### src/rtl/mc_pkg.sv
// Shared types and constants for the multicycle MIPS main controller.
// States, opcode/funct codes, aluop and alucontrol values.
package mc_pkg;

  typedef enum logic [3:0] {
    S_FETCH   = 4'd0,
    S_DECODE  = 4'd1,
    S_MEMADR  = 4'd2,
    S_MEMRD   = 4'd3,
    S_MEMWB   = 4'd4,
    S_MEMWR   = 4'd5,
    S_RTYPEEX = 4'd6,
    S_ALUWB   = 4'd7,
    S_BEQEX   = 4'd8,
    S_ADDIEX  = 4'd9,
    S_ADDIWB  = 4'd10,
    S_JUMP    = 4'd11,
    S_BNEEX   = 4'd12
  } state_t;

  localparam logic [5:0] OP_RTYPE = 6'b000000;
  localparam logic [5:0] OP_LW    = 6'b100011;
  localparam logic [5:0] OP_SW    = 6'b101011;
  localparam logic [5:0] OP_BEQ   = 6'b000100;
  localparam logic [5:0] OP_BNE   = 6'b000101;
  localparam logic [5:0] OP_ADDI  = 6'b001000;
  localparam logic [5:0] OP_J     = 6'b000010;

  localparam logic [5:0] F_ADD = 6'b100000;
  localparam logic [5:0] F_SUB = 6'b100010;
  localparam logic [5:0] F_AND = 6'b100100;
  localparam logic [5:0] F_OR  = 6'b100101;
  localparam logic [5:0] F_SLT = 6'b101010;

  localparam logic [1:0] ALUOP_ADD   = 2'b00;
  localparam logic [1:0] ALUOP_SUB   = 2'b01;
  localparam logic [1:0] ALUOP_FUNCT = 2'b10;

  localparam logic [2:0] ALU_AND = 3'b000;
  localparam logic [2:0] ALU_OR  = 3'b001;
  localparam logic [2:0] ALU_ADD = 3'b010;
  localparam logic [2:0] ALU_SUB = 3'b110;
  localparam logic [2:0] ALU_SLT = 3'b111;

endpackage

### src/rtl/mc_aludec.sv
// ALU decoder: aluop + funct -> alucontrol (combinational).
// Ports: aluop[1:0], funct[5:0] in; alucontrol[2:0] out.
module mc_aludec
  import mc_pkg::*;
(
  input  logic [1:0] aluop,
  input  logic [5:0] funct,
  output logic [2:0] alucontrol
);

  always_comb begin
    alucontrol = ALU_ADD;
    case (aluop)
      ALUOP_ADD: alucontrol = ALU_ADD;
      ALUOP_SUB: alucontrol = ALU_SUB;
      ALUOP_FUNCT: begin
        case (funct)
          F_ADD:   alucontrol = ALU_ADD;
          F_SUB:   alucontrol = ALU_SUB;
          F_AND:   alucontrol = ALU_AND;
          F_OR:    alucontrol = ALU_OR;
          F_SLT:   alucontrol = ALU_SLT;
          default: alucontrol = ALU_ADD;
        endcase
      end
      default: alucontrol = ALU_ADD;
    endcase
  end

endmodule

### src/rtl/mc_main_ctrl.sv
// Main control FSM of the multicycle MIPS core (optional BNE: MC_BNE_EN).
// In: clk, reset, op, funct, zero, mem_ready. Out: datapath selects,
// strobes (memwrite, irwrite, regwrite, pcen), illegal_op, state_o.
module mc_main_ctrl
  import mc_pkg::*;
#(
  parameter int MEM_WAIT_ONLY = 1
) (
  input  logic       clk,
  input  logic       reset,
  input  logic [5:0] op,
  input  logic [5:0] funct,
  input  logic       zero,
  input  logic       mem_ready,
  output logic       iord,
  output logic       memwrite,
  output logic       irwrite,
  output logic       regdst,
  output logic       memtoreg,
  output logic       regwrite,
  output logic       alusrca,
  output logic [1:0] alusrcb,
  output logic [1:0] pcsrc,
  output logic       pcen,
  output logic [2:0] alucontrol,
  output logic       illegal_op,
  output logic [3:0] state_o
);

  state_t     state, nxt;
  logic       mrdy;
  logic [1:0] aluop;
  logic       pcwrite, branch, branchn;
  logic       mw_r, ir_r, rw_r, ill_r;

  assign mrdy = (MEM_WAIT_ONLY != 0) ? mem_ready : 1'b1;

  always_ff @(posedge clk or posedge reset) begin
    if (reset) state <= S_FETCH;
    else       state <= nxt;
  end

  always_comb begin
    nxt      = S_FETCH;
    iord     = 1'b0;
    regdst   = 1'b0;
    memtoreg = 1'b0;
    alusrca  = 1'b0;
    alusrcb  = 2'b01;
    pcsrc    = 2'b00;
    aluop    = ALUOP_ADD;
    pcwrite  = 1'b0;
    branch   = 1'b0;
    branchn  = 1'b0;
    mw_r     = 1'b0;
    ir_r     = 1'b0;
    rw_r     = 1'b0;
    ill_r    = 1'b0;
    case (state)
      S_FETCH: begin
        ir_r    = mrdy;
        pcwrite = mrdy;
        nxt     = mrdy ? S_DECODE : S_FETCH;
      end
      S_DECODE: begin
        alusrcb = 2'b11;
        unique case (1'b1)
          (op == OP_LW) || (op == OP_SW): nxt = S_MEMADR;
          (op == OP_RTYPE): nxt = S_RTYPEEX;
          (op == OP_BEQ):   nxt = S_BEQEX;
          (op == OP_ADDI):  nxt = S_ADDIEX;
          (op == OP_J):     nxt = S_JUMP;
`ifdef MC_BNE_EN
          (op == OP_BNE):   nxt = S_BNEEX;
`endif
          default: begin
            nxt   = S_FETCH;
            ill_r = 1'b1;
          end
        endcase
      end
      S_MEMADR: begin
        alusrca = 1'b1;
        alusrcb = 2'b10;
        unique case (1'b1)
          (op == OP_LW): nxt = S_MEMRD;
          (op == OP_SW): nxt = S_MEMWR;
          default:       nxt = S_FETCH;
        endcase
      end
      S_MEMRD: begin
        iord = 1'b1;
        nxt  = mrdy ? S_MEMWB : S_MEMRD;
      end
      S_MEMWB: begin
        memtoreg = 1'b1;
        rw_r     = 1'b1;
      end
      S_MEMWR: begin
        iord = 1'b1;
        mw_r = 1'b1;
        nxt  = mrdy ? S_FETCH : S_MEMWR;
      end
      S_RTYPEEX: begin
        alusrca = 1'b1;
        alusrcb = 2'b00;
        aluop   = ALUOP_FUNCT;
        nxt     = S_ALUWB;
      end
      S_ALUWB: begin
        regdst = 1'b1;
        rw_r   = 1'b1;
      end
      S_BEQEX: begin
        alusrca = 1'b1;
        alusrcb = 2'b00;
        aluop   = ALUOP_SUB;
        pcsrc   = 2'b01;
        branch  = 1'b1;
      end
`ifdef MC_BNE_EN
      S_BNEEX: begin
        alusrca = 1'b1;
        alusrcb = 2'b00;
        aluop   = ALUOP_SUB;
        pcsrc   = 2'b01;
        branchn = 1'b1;
      end
`endif
      S_ADDIEX: begin
        alusrca = 1'b1;
        alusrcb = 2'b10;
        nxt     = S_ADDIWB;
      end
      S_ADDIWB: rw_r = 1'b1;
      S_JUMP: begin
        pcsrc   = 2'b10;
        pcwrite = 1'b1;
      end
      default: nxt = S_FETCH;
    endcase
  end

  // Strobes are killed combinationally so nothing writes while reset is high.
  assign memwrite   = ~reset & mw_r;
  assign irwrite    = ~reset & ir_r;
  assign regwrite   = ~reset & rw_r;
  assign illegal_op = ~reset & ill_r;
  assign pcen       = ~reset & (pcwrite | (branch & zero) | (branchn & ~zero));
  assign state_o    = state;

  mc_aludec u_aludec (
    .aluop      (aluop),
    .funct      (funct),
    .alucontrol (alucontrol)
  );

endmodule

### config.mk
export PLATFORM = sky130hd
export DESIGN_NAME = mc_main_ctrl
export DESIGN_NICKNAME = d
export VERILOG_FILES = /design/src/rtl/mc_pkg.sv /design/src/rtl/mc_aludec.sv /design/src/rtl/mc_main_ctrl.sv
export SDC_FILE = /design/constraint.sdc
export NUM_CORES = 1
export LEC_CHECK = 0
export ABC_AREA = 1
export ABC_CLOCK_PERIOD_IN_PS = 1700
export CORE_AREA = 2 2 45 47
export CTS_CLUSTER_DIAMETER = 30
export CTS_CLUSTER_SIZE = 25
export DETAILED_ROUTE_END_ITERATION = 8
export DIE_AREA = 0 0 47 49
export PLACE_DENSITY = 0.73
export SYNTH_ARGS = -nofsm -noshare
export SYNTH_HDL_FRONTEND = slang
export SYNTH_SLANG_ARGS = --single-unit
### constraint.sdc
create_clock -name clk -period 1.7 [get_ports clk]
set_input_delay 0.34 -clock clk [delete_from_list [all_inputs] [get_ports clk]]
set_output_delay 0.34 -clock clk [all_outputs]
set_load 0.02 [all_outputs]
==> impl_metrics.csv, run 1 <==
group,metric,value,unit
run_status,outcome,"complete, but fails checks",
run_status,violations,"setup timing",
placed_design,hpwl,1.85,mm
pwr,p_leak,0.000942,uW
clocking,cts_max_level,1,
routing,routed_via_density,4.87,
placed_design,numPortBuffers,35,
floorplan,die_area,2300,um^2
layout,largest_reg_flops,4,
critical_path,crit_path_start_kind,"flip-flop",
timing,setup_viol_count_final,14,
yosys,syn_area,643,um^2
routing,wirelength,3.43,mm
timing,layout_setup_ws,-0.304,ns
yosys,synth_compound_area_share,6.03,%
routing,drtAntennaViolNets,0,
global_routing,overflow,0,
job,cap_viol_max_count,0,
global_routing,grt_pass1_vias,981,
global_routing,grt_pass1_wl,3.91,mm
layout,synthToLayoutAreaGrowth,147,%
global_routing,grt_max_degree,6,
layout,layout_commonest_cell,"buf_4",
clocking,cts_tree,"done",
timing,period_minus_slack,2.00,ns
critical_path,reg2reg_from,"state_o[0]",
global_routing,track_usage,22.5,%
critical_path,path_class,"reg -> out",
critical_path,worstPathMaxFanout,4,
yosys,synth_cells,119,
critical_path,crit_slowest_cell,"dfrtp_2",
layout,final_layout_size_suffix_gt1_share,54.9,%
critical_path,timing.rr.end,"state_o[2]",
critical_path,crit_required,1.36,ns
clocking,cts.sinks,4,
yosys,yosys.area_share.simple,56.2,%
timing,hold_ws,0.557,ns
placed_design,dp_slack,-0.646,ns
yosys,synth_cell_type_count,19,
yosys,syn_area_per_cell,5.40,um^2
timing,skew,0.0126,ns
pwr,vdd_drop_max,503,uV
routing,wl_per_cell,14.8,um
clocking,clock_latency,0.23,ns
floorplan,fp.dieH,49,um
yosys,yosys_warnings,0,
clocking,cts_buffer_depth,2,
critical_path,cp-end-kind,"output pin",
yosys,syn-num-nets,138,
floorplan,initial_core_util,34.9,%
timing,max-slew-margin-rel,78.3,%
layout,nFillCells,104,
timing,rsz0062_at_grt,"true",
floorplan,rows,16,
floorplan,die_w,47,um
timing,clock.fmax,499,MHz
floorplan,io_pins,36,
timing,worst_slew_pin_slew,0.324,ns
routing,drtIter0Drc,16,
pwr,power_per_cell_area,382,nW/um^2
critical_path,slowest_delay,0.46,ns
yosys,seq_area_frac_synth,15.6,%
layout,n_antenna_cell,0,
yosys,synth_seq_cells,4,
yosys,synth-xor-area-share,0,%
critical_path,crit_chain,"nor2_4 -> inv_2 -> nor2_4 -> inv_4 -> ha_4 -> a21boi_4 -> buf_6",
timing,hold_violations,0,
floorplan,core,1840,um^2
critical_path,r2r_setup_slack,0.10,ns
layout,num-nets-final,224,
layout,final_cell_mix,"buf_4 (45), nand2_1 (19), inv_1 (16), nor2_1 (16), clkdlybuf4s50_1 (16)",
yosys,synth_mux_area_share,0,%
timing,slew_violations,0,
critical_path,crit_top_cell,"nor2_4",
routing,firstDrtPassIters,4,
critical_path,reg2reg_depth,11,
yosys,synth_fa_ha_area_share,5.84,%
timing,finalCritPeriodShare,118,%
yosys,synth_top_family_by_area,"simple AND/OR/NAND/NOR gates",
clocking,clockRootBuffer,"clkbuf_4",
critical_path,worst-endpoint-arrival,1.66,ns
clocking,cts.clk_slew.worst_paths,0.05,ns
global_routing,antenna_found_initial,0,
placed_design,gp_congestion,0.827,
routing,route.vias.total,1126,
clocking,cts_made_buffers,3,
routing,drcViolationCount,0,
worst_hold_path,hold_class,"in -> async",
==> area by class of cell <==
class / instances / area (um^2) / share of cell area, %
sequential: 4 / 105 / 6.61
clock buffer: 4 / 26.3 / 1.65
tap: 27 / 33.8 / 2.12
timing repair buffer: 81 / 707 / 44.5
multi-input combinational: 87 / 606 / 38.1
inverter: 28 / 113 / 7.08
==> power by group <==
part | leakage [uW] | internal, uW | switching (uW) | total [uW]
clock | 0.0000150 | 88.0 | 39.1 | 127
sequential | 0.0000480 | 102 | 10.3 | 113
combinational | 0.000879 | 188 | 180 | 368
==> cell families (layout without fill, tap and decap cells) <==
group	Yosys count	count (layout)
and+or+nand+nor	77	77
AOI/OAI and AO/OA	7	7
adders and majority gates	3	3
DFF	4	4
buffers and inverters	28	113
==> timing repair <==
action,4_1_cts,5_1_grt
pin swaps,8,14
gates cloned,0,0
endpoints found under the setup margin,17,17
hold buffers,0,0
resized for setup,94,42
buffers inserted,4,11
endpoints found under the hold margin,0,0
==> layer usage <==
metal | vias up | wire length [um] | GRT usage [%] | share of wire (%)
met4 | 0 | 113 | 1.39 | 3.3
met2 | 35 | 1820 | 45.2 | 53
met1 | 541 | 1380 | 23.8 | 40
met5 | - | 0 | 0 | 0
li1 | 538 | - | - | -
met3 | 12 | 110 | 3.33 | 3.2
==> synthesized netlist by cell type, drive strengths merged <==
library cell | count | share of area [%]
a21boi | 1 | 1.2
a21oi | 2 | 1.6
clkinv | 1 | 0.58
dfrtp | 4 | 16
ha | 3 | 5.8
inv | 27 | 16
nand2 | 32 | 21
nand3 | 14 | 11
nand4 | 6 | 5.8
nor2 | 24 | 18
o21ai | 3 | 2.3
o22ai | 1 | 0.97
or2 | 1 | 0.97
==> critical path, delay by kind of cell (launching register included) <==
kind            cells  cell delay [ns]
fa+ha+maj           1             0.29
flops               1             0.46
buf+inv             3             0.24
compound gates      1             0.18
simple gates        2             0.25
==> metrics by stage <==
| step | cells | utilization (%) | setup TNS [ns] | total power, uW | area [um^2] |
|---|---|---|---|---|---|
| finish | 231 | 86.3 | -2.57 | 608 | 1590 |
| global route | 231 | 86.3 | -3.35 | 641 | 1590 |
| CTS | 221 | 75.9 | -1.22 | 526 | 1400 |
| detailed placement | 213 | 71.5 | -5.34 | 370 | 1320 |
| global placement | 213 | 71.5 | -5.01 | 364 | 1320 |
| floorplan | 119 | - | -0.272 | 225 | 692 |
==> how the worst max path moves through the flow <==
stage / startpoint / endpoint / slack [ns]
finish: state_o[1] / alucontrol[2] / -0.30
global route: state_o[0] / alucontrol[2] / -0.38
CTS: state_o[1] / alucontrol[0] / -0.21
detailed placement: funct[5] / alucontrol[0] / -0.65
global placement: funct[5] / alucontrol[0] / -0.58
floorplan: state_o[1] / alucontrol[0] / -0.10
Power figures use the tool's default switching activity.
==> run 2, diff against run 1 <==
--- a/config.mk
+++ b/config.mk
@@ -5,14 +5,13 @@
 export SDC_FILE = /design/constraint.sdc
 export NUM_CORES = 1
 export LEC_CHECK = 0
-export ABC_AREA = 1
 export ABC_CLOCK_PERIOD_IN_PS = 1700
 export CORE_AREA = 2 2 45 47
 export CTS_CLUSTER_DIAMETER = 30
 export CTS_CLUSTER_SIZE = 25
 export DETAILED_ROUTE_END_ITERATION = 8
 export DIE_AREA = 0 0 47 49
-export PLACE_DENSITY = 0.73
+export PLACE_DENSITY = 0.72
 export SYNTH_ARGS = -nofsm -noshare
 export SYNTH_HDL_FRONTEND = slang
 export SYNTH_SLANG_ARGS = --single-unit
==> impl_metrics.csv, run 2 <==
group,metric,value,unit
run_status,outcome,"complete, but fails checks",
run_status,violations,"setup timing",
timing,rsz0062_at_grt,"true",
global_routing,antenna_found_initial,0,
clocking,cts_tree,"done",
timing,skew,0.0123,ns
placed_design,numPortBuffers,35,
timing,max-slew-margin-rel,74.3,%
floorplan,die_w,47,um
layout,n_antenna_cell,0,
critical_path,crit_required,1.36,ns
yosys,seq_area_frac_synth,16.0,%
pwr,power_per_cell_area,390,nW/um^2
critical_path,crit_path_start_kind,"flip-flop",
floorplan,die_area,2300,um^2
clocking,clockRootBuffer,"clkbuf_4",
pwr,p_seq_share,19.1,%
layout,nFillCells,140,
yosys,synth_edf_count,0,
timing,finalCritPeriodShare,122,%
floorplan,io_pins,36,
critical_path,crit_slowest_cell,"dfrtp_2",
global_routing,track_usage,22.5,%
global_routing,overflow,0,
yosys,synth_seq_cells,4,
yosys,yosysMostFrequentCell,"nor2_1",
timing,hold_violations,0,
pwr,pwr-share-comb,57.7,%
global_routing,grt_max_degree,11,
layout,post_layout_nonfiller_instances,191,
routing,wirelength,2.63,mm
layout,largest_reg_flops,4,
yosys,synth-async-reset-ratio,100,%
global_routing,grt_pass1_vias,972,
pwr,vdd_drop_max,413,uV
clocking,cts.clk_slew.worst_paths,0.05,ns
pwr,internal-power,353,uW
clocking,cts_max_level,1,
critical_path,worst-endpoint-arrival,1.73,ns
placed_design,hpwl,1.77,mm
timing,period_minus_slack,2.07,ns
yosys,synth_cell_type_count,36,
timing,layout_setup_ws,-0.371,ns
floorplan,core,1840,um^2
yosys,synth_area_leader_cell,"dfrtp_1",
yosys,synth.area.top_cells,"dfrtp_1 (16%), nor2_1 (7.2%), ha_1 (6.0%)",
floorplan,fp.dieH,49,um
global_routing,grt_pass1_wl,3.86,mm
layout,num-nets-final,185,
clocking,cts_buffer_depth,2,
routing,route.vias.total,986,
clocking,clock_latency,0.26,ns
timing,slew_violations,0,
layout,layout_commonest_cell,"buf_4",
timing,setup_tns,-2.63,ns
job,cap_viol_max_count,0,
critical_path,r2r_setup_slack,0.05,ns
critical_path,slowest_delay,0.43,ns
worst_hold_path,hold_class,"in -> async",
pwr,clock_power_share,23.1,%
routing,routed_via_density,5.16,
critical_path,cp-end-kind,"output pin",
yosys,yosys_warnings,0,
critical_path,crit_chain,"nor2_1 -> buf_4 -> nand2b_4 -> ha_4 -> and3b_2 -> a21oi_2 -> nor2b_4 -> buf_6",
routing,drtAntennaViolNets,0,
pwr,p_sw_share,37.4,%
layout,synthToLayoutAreaGrowth,131,%
layout,final_cell_mix,"buf_4 (42), nor2_1 (11), buf_6 (10), clkdlybuf4s50_1 (9), dlygate4sd2_1 (9)",
pwr,p_leak,0.000700,uW
yosys,ys_top_cells_by_count,"nor2_1 (12), nand2_1 (9), nor3_1 (5)",
critical_path,critPathBufInv,2,
clocking,cts.sinks,4,
yosys,yosysTopAreaCellShare,16.0,%
routing,wl_per_cell,13.8,um
layout,final_layout_size_suffix_gt1_share,56.7,%
timing,hold_ws,0.512,ns
timing,setup_viol_count_final,10,
yosys,synth_cells,88,
routing,drtIter0Drc,10,
yosys,syn-num-nets,107,
placed_design,gp_congestion,0.863,
routing,drcViolationCount,0,
floorplan,initial_core_util,34.0,%
floorplan,rows,16,
critical_path,path_class,"reg -> out",
clocking,hold_buffers,0,
yosys,syn_area_per_cell,7.12,um^2
pwr,p_switching,211,uW
critical_path,worstPathMaxFanout,4,
placed_design,place_inst,173,
critical_path,crit_family,"flip-flops",
timing,worst_slew_pin_slew,0.385,ns
timing,clock.fmax,483,MHz
yosys,synth-main-ff-cell,"dfrtp_1",
clocking,cts_made_buffers,3,
yosys,syn_area,627,um^2
routing,firstDrtPassIters,4,
[run 2: cell types whose count changed after synthesis, moves of 4 or more]
cell / before / now
nor4_1: 0 / 4
nor3_1: 0 / 5
inv_1: 22 / 4
nor2_1: 19 / 12
nand2b_1: 0 / 4
nand3_1: 14 / 0
nand4_1: 6 / 0
nand2_1: 28 / 9
inv_2: 5 / 1
[run 2: logic make-up (layout without fill, tap and decap cells)]
family	count (synthesis)	in the layout	share of synthesized area [%]
AO/OA/AOI/OAI	19	19	21.0
adder cells (fa/ha/maj)	3	3	5.99
XOR/XNOR	2	2	2.79
AND/OR/NAND/NOR	50	50	44.5
buffers and inverters	9	85	7.98
multiplexers	1	1	1.80
flip-flops	4	4	16.0
[run 2: metal layers]
metal	GRT usage, %	vias up	part of all wire, %
met4	9.26	0	2.5
met2	43.2	44	53
li1	-	469	-
met1	22.8	465	39
met5	0	-	0
met3	2.22	8	5.1
[run 2: final timing paths]
check | depth (start not counted) | to | startpoint
worst max register to register | 8 | state_o[1] | state_o[1]
worst min-delay path | 3 | state_o[2] | reset
worst min register to register | 2 | state_o[2] | state_o[0]
min in group clk | 2 | state_o[2] | state_o[0]
max in group asynchronous | 3 | state_o[0] | reset
worst max-delay path | 8 | alucontrol[2] | state_o[1]
[run 2: area by class of cell]
| cell class | count | area (um^2) | area share (%) |
|---|---|---|---|
| repair buffers | 77 | 643 | 44.5 |
| multi-input cells | 75 | 623 | 43.1 |
| flip-flops and latches | 4 | 104 | 7.19 |
| well taps | 27 | 33.8 | 2.34 |
| clock buffers | 3 | 22.5 | 1.56 |
| inverters | 5 | 18.8 | 1.30 |
[run 2: per-stage QoR]
step                total power (uW)  setup WS, ns  cell area (um^2)  util, %
finish                           564        -0.371              1450     78.5
global route                     588        -0.430              1450     78.5
CTS                              530        -0.359              1390     75.5
detailed placement               392        -0.673              1250     68.0
global placement                 387        -0.632              1250     68.0
floorplan                        241        -0.232               701        -
[run 2: power groups by stage]
stage                     registers [uW]  clock network, uW  logic, uW
final                                108                131        326
after detailed placement             109                  0        284
after global routing                 108                135        346
after CTS                            108                121        302
after floorplan                      116                  0        125
after global placement               108                  0        279
[run 2: tightest hold or removal path, cell delays in order]
cell and delay, ns:
clkdlybuf4s50_1 0.45, buf_4 0.19, inv_1 0.13
[run 2: what timing repair did]
action / CTS / global route
buffers inserted: 13 / 3
cloned: 0 / 0
pin swaps: 8 / 7
endpoints found under the setup margin: 22 / 18
resized for setup: 101 / 15
==> run 3, diff against run 2 <==
--- a/config.mk
+++ b/config.mk
@@ -5,12 +5,12 @@
 export SDC_FILE = /design/constraint.sdc
 export NUM_CORES = 1
 export LEC_CHECK = 0
-export ABC_CLOCK_PERIOD_IN_PS = 1700
-export CORE_AREA = 2 2 45 47
+export ABC_CLOCK_PERIOD_IN_PS = 1850
+export CORE_AREA = 2 2 46 48
 export CTS_CLUSTER_DIAMETER = 30
 export CTS_CLUSTER_SIZE = 25
 export DETAILED_ROUTE_END_ITERATION = 8
-export DIE_AREA = 0 0 47 49
+export DIE_AREA = 0 0 48 50
 export PLACE_DENSITY = 0.72
 export SYNTH_ARGS = -nofsm -noshare
 export SYNTH_HDL_FRONTEND = slang
==> constraint.sdc (replaced) <==
create_clock -name clk -period 1.85 [get_ports clk]
set_input_delay 0.37 -clock clk [delete_from_list [all_inputs] [get_ports clk]]
set_output_delay 0.37 -clock clk [all_outputs]
set_load 0.02 [all_outputs]
==> impl_metrics.csv, run 3 (synthesized netlist as in run 2, its figures left out) <==
group,metric,value,unit
run_status,outcome,"complete, but fails checks",
run_status,violations,"setup timing",
floorplan,fp.dieH,50,um
timing,period_minus_slack,2.14,ns
placed_design,place_area,1240,um^2
layout,final_cell_mix,"buf_4 (33), nor2_1 (11), clkdlybuf4s50_1 (11), buf_6 (9), nand2_1 (7)",
timing,max-slew-margin-rel,78.9,%
floorplan,die_w,48,um
floorplan,rows,16,
critical_path,critPathBufInv,2,
pwr,p_leak,0.000697,uW
placed_design,gp_congestion,0.832,
clocking,cts_tree,"done",
layout,final_layout_size_suffix_gt1_share,51.6,%
layout,largest_reg_flops,4,
timing,worst_slew_pin_slew,0.316,ns
critical_path,crit_slowest_cell,"dfrtp_2",
pwr,power_per_cell_area,368,nW/um^2
floorplan,initial_core_util,33.0,%
critical_path,crit_path_start_kind,"flip-flop",
pwr,p_seq_share,19.5,%
critical_path,reg2reg_depth,7,
routing,route.vias.total,913,
clocking,cts_buffer_depth,2,
floorplan,io_pins,36,
job,cap_viol_max_count,0,
clocking,cts.sinks,4,
layout,nFillCells,152,
critical_path,crit_chain,"nand2b_4 -> or2_4 -> inv_4 -> ha_4 -> and3b_2 -> a21oi_2 -> nor2b_4 -> buf_6",
timing,slew_violations,0,
critical_path,r2r_setup_slack,0.25,ns
timing,setup_viol_count_final,6,
layout,layout_commonest_cell,"buf_4",
clocking,cts_max_level,1,
placed_design,numPortBuffers,35,
critical_path,crit_required,1.48,ns
timing,finalCritPeriodShare,115,%
timing,layout_setup_ws,-0.286,ns
timing,rsz0062_at_grt,"true",
global_routing,antenna_found_initial,0,
critical_path,reg2reg_from,"state_o[1]",
pwr,clock_power_share,21.7,%
global_routing,track_usage,21.1,%
clocking,cts.clk_slew.worst_paths,0.04,ns
critical_path,path_class,"reg -> out",
layout,n_antenna_cell,0,
timing,hold_violations,0,
placed_design,hpwl,1.81,mm
global_routing,grt_pass1_wl,3.76,mm
routing,drtAntennaViolNets,0,
floorplan,core,1900,um^2
critical_path,cp.depth,8,
critical_path,worstPathMaxFanout,5,
pwr,vdd_drop_max,264,uV
critical_path,worst-endpoint-arrival,1.77,ns
routing,routed_via_density,4.96,
pwr,internal-power,332,uW
layout,synthToLayoutAreaGrowth,123,%
routing,highest_layer,"met4",
critical_path,timing.rr.end,"state_o[1]",
clocking,clockRootBuffer,"clkbuf_4",
global_routing,grt_pass1_vias,915,
critical_path,slowest_delay,0.42,ns
global_routing,overflow,0,
worst_hold_path,hold_class,"in -> async",
timing,skew,0.00600,ns
pwr,totalPowerFinal,515,uW
clocking,clock_latency,0.24,ns
critical_path,cp-end-kind,"output pin",
timing,clock.fmax,468,MHz
global_routing,grt_max_degree,11,
layout,multi_input_area,626,um^2
pwr,p_switching,183,uW
clocking,hold_buffers,0,
routing,drtIter0Drc,9,
routing,wl_per_cell,12.9,um
layout,num-nets-final,178,
routing,drcViolationCount,0,
routing,wl_met1,923,um
clocking,cts_made_buffers,3,
critical_path,crit_family,"simple AND/OR/NAND/NOR gates",
routing,wirelength,2.38,mm
pwr,p_sw_share,35.6,%
routing,met3_length,151,um
floorplan,die_area,2400,um^2
layout,seqCellArea,103,um^2
pwr,pwr-share-comb,58.8,%
layout,design_area,1400,um^2
routing,firstDrtPassIters,4,
routing,wl_met2,1.24,mm
[run 3: routing by layer]
metal  GRT usage [%]  vias to the layer above
met5               0                        -
met4            7.21                        0
met3            4.03                        9
met2            38.9                       40
met1            22.3                      413
li1                -                      451
[run 3: layout make-up]
class                           count  share of cell area (%)
Clock buffer                        3                    1.61
Inverter                            5                    1.52
Multi-Input combinational cell     75                    44.7
Sequential cell                     4                    7.33
Tap cell                           27                    2.41
Timing Repair Buffer               70                    42.4
[run 3: stage by stage]
step / setup slack (ns) / cells / setup TNS (ns) / hold WS, ns / utilization, %
after floorplan: -0.112 / 88 / -0.239 / 0.136 / -
after global placement: -0.558 / 173 / -4.33 / 0.687 / 65.4
after detailed placement: -0.579 / 173 / -4.63 / 0.690 / 65.4
after CTS: -0.277 / 177 / -1.35 / 0.518 / 66.0
after global routing: -0.345 / 184 / -1.54 / 0.605 / 73.6
final: -0.286 / 184 / -1.01 / 0.580 / 73.6
[run 3: worst max-delay path by stage]
stage	from	to	slack, ns
floorplan	state_o[0]	alucontrol[2]	-0.11
global placement	op[1]	illegal_op	-0.56
detailed placement	op[3]	illegal_op	-0.58
CTS	state_o[0]	alucontrol[2]	-0.28
global route	state_o[0]	alucontrol[2]	-0.34
finish	state_o[0]	alucontrol[2]	-0.29
[run 3: power groups by stage]
stage                     Sequential (uW)  Combinational [uW]  Clock (uW)
after floorplan                       107                 114           0
after global placement                101                 256           0
after detailed placement              101                 260           0
after CTS                            99.7                 251         115
after global routing                  101                 326         122
final                                 100                 303         112
[run 3: timing repair]
action	4_1_cts	5_1_grt
setup endpoints to repair	16	16
gates resized for setup	68	34
setup buffers	1	7
pin swaps	5	5
[run 3: worst register-to-register path, delay by kind of cell (launching register included)]
family	cells	cell delay [ns]
buf+inv	3	0.40
compound gates	1	0.12
simple gates	3	0.54
flops	1	0.41
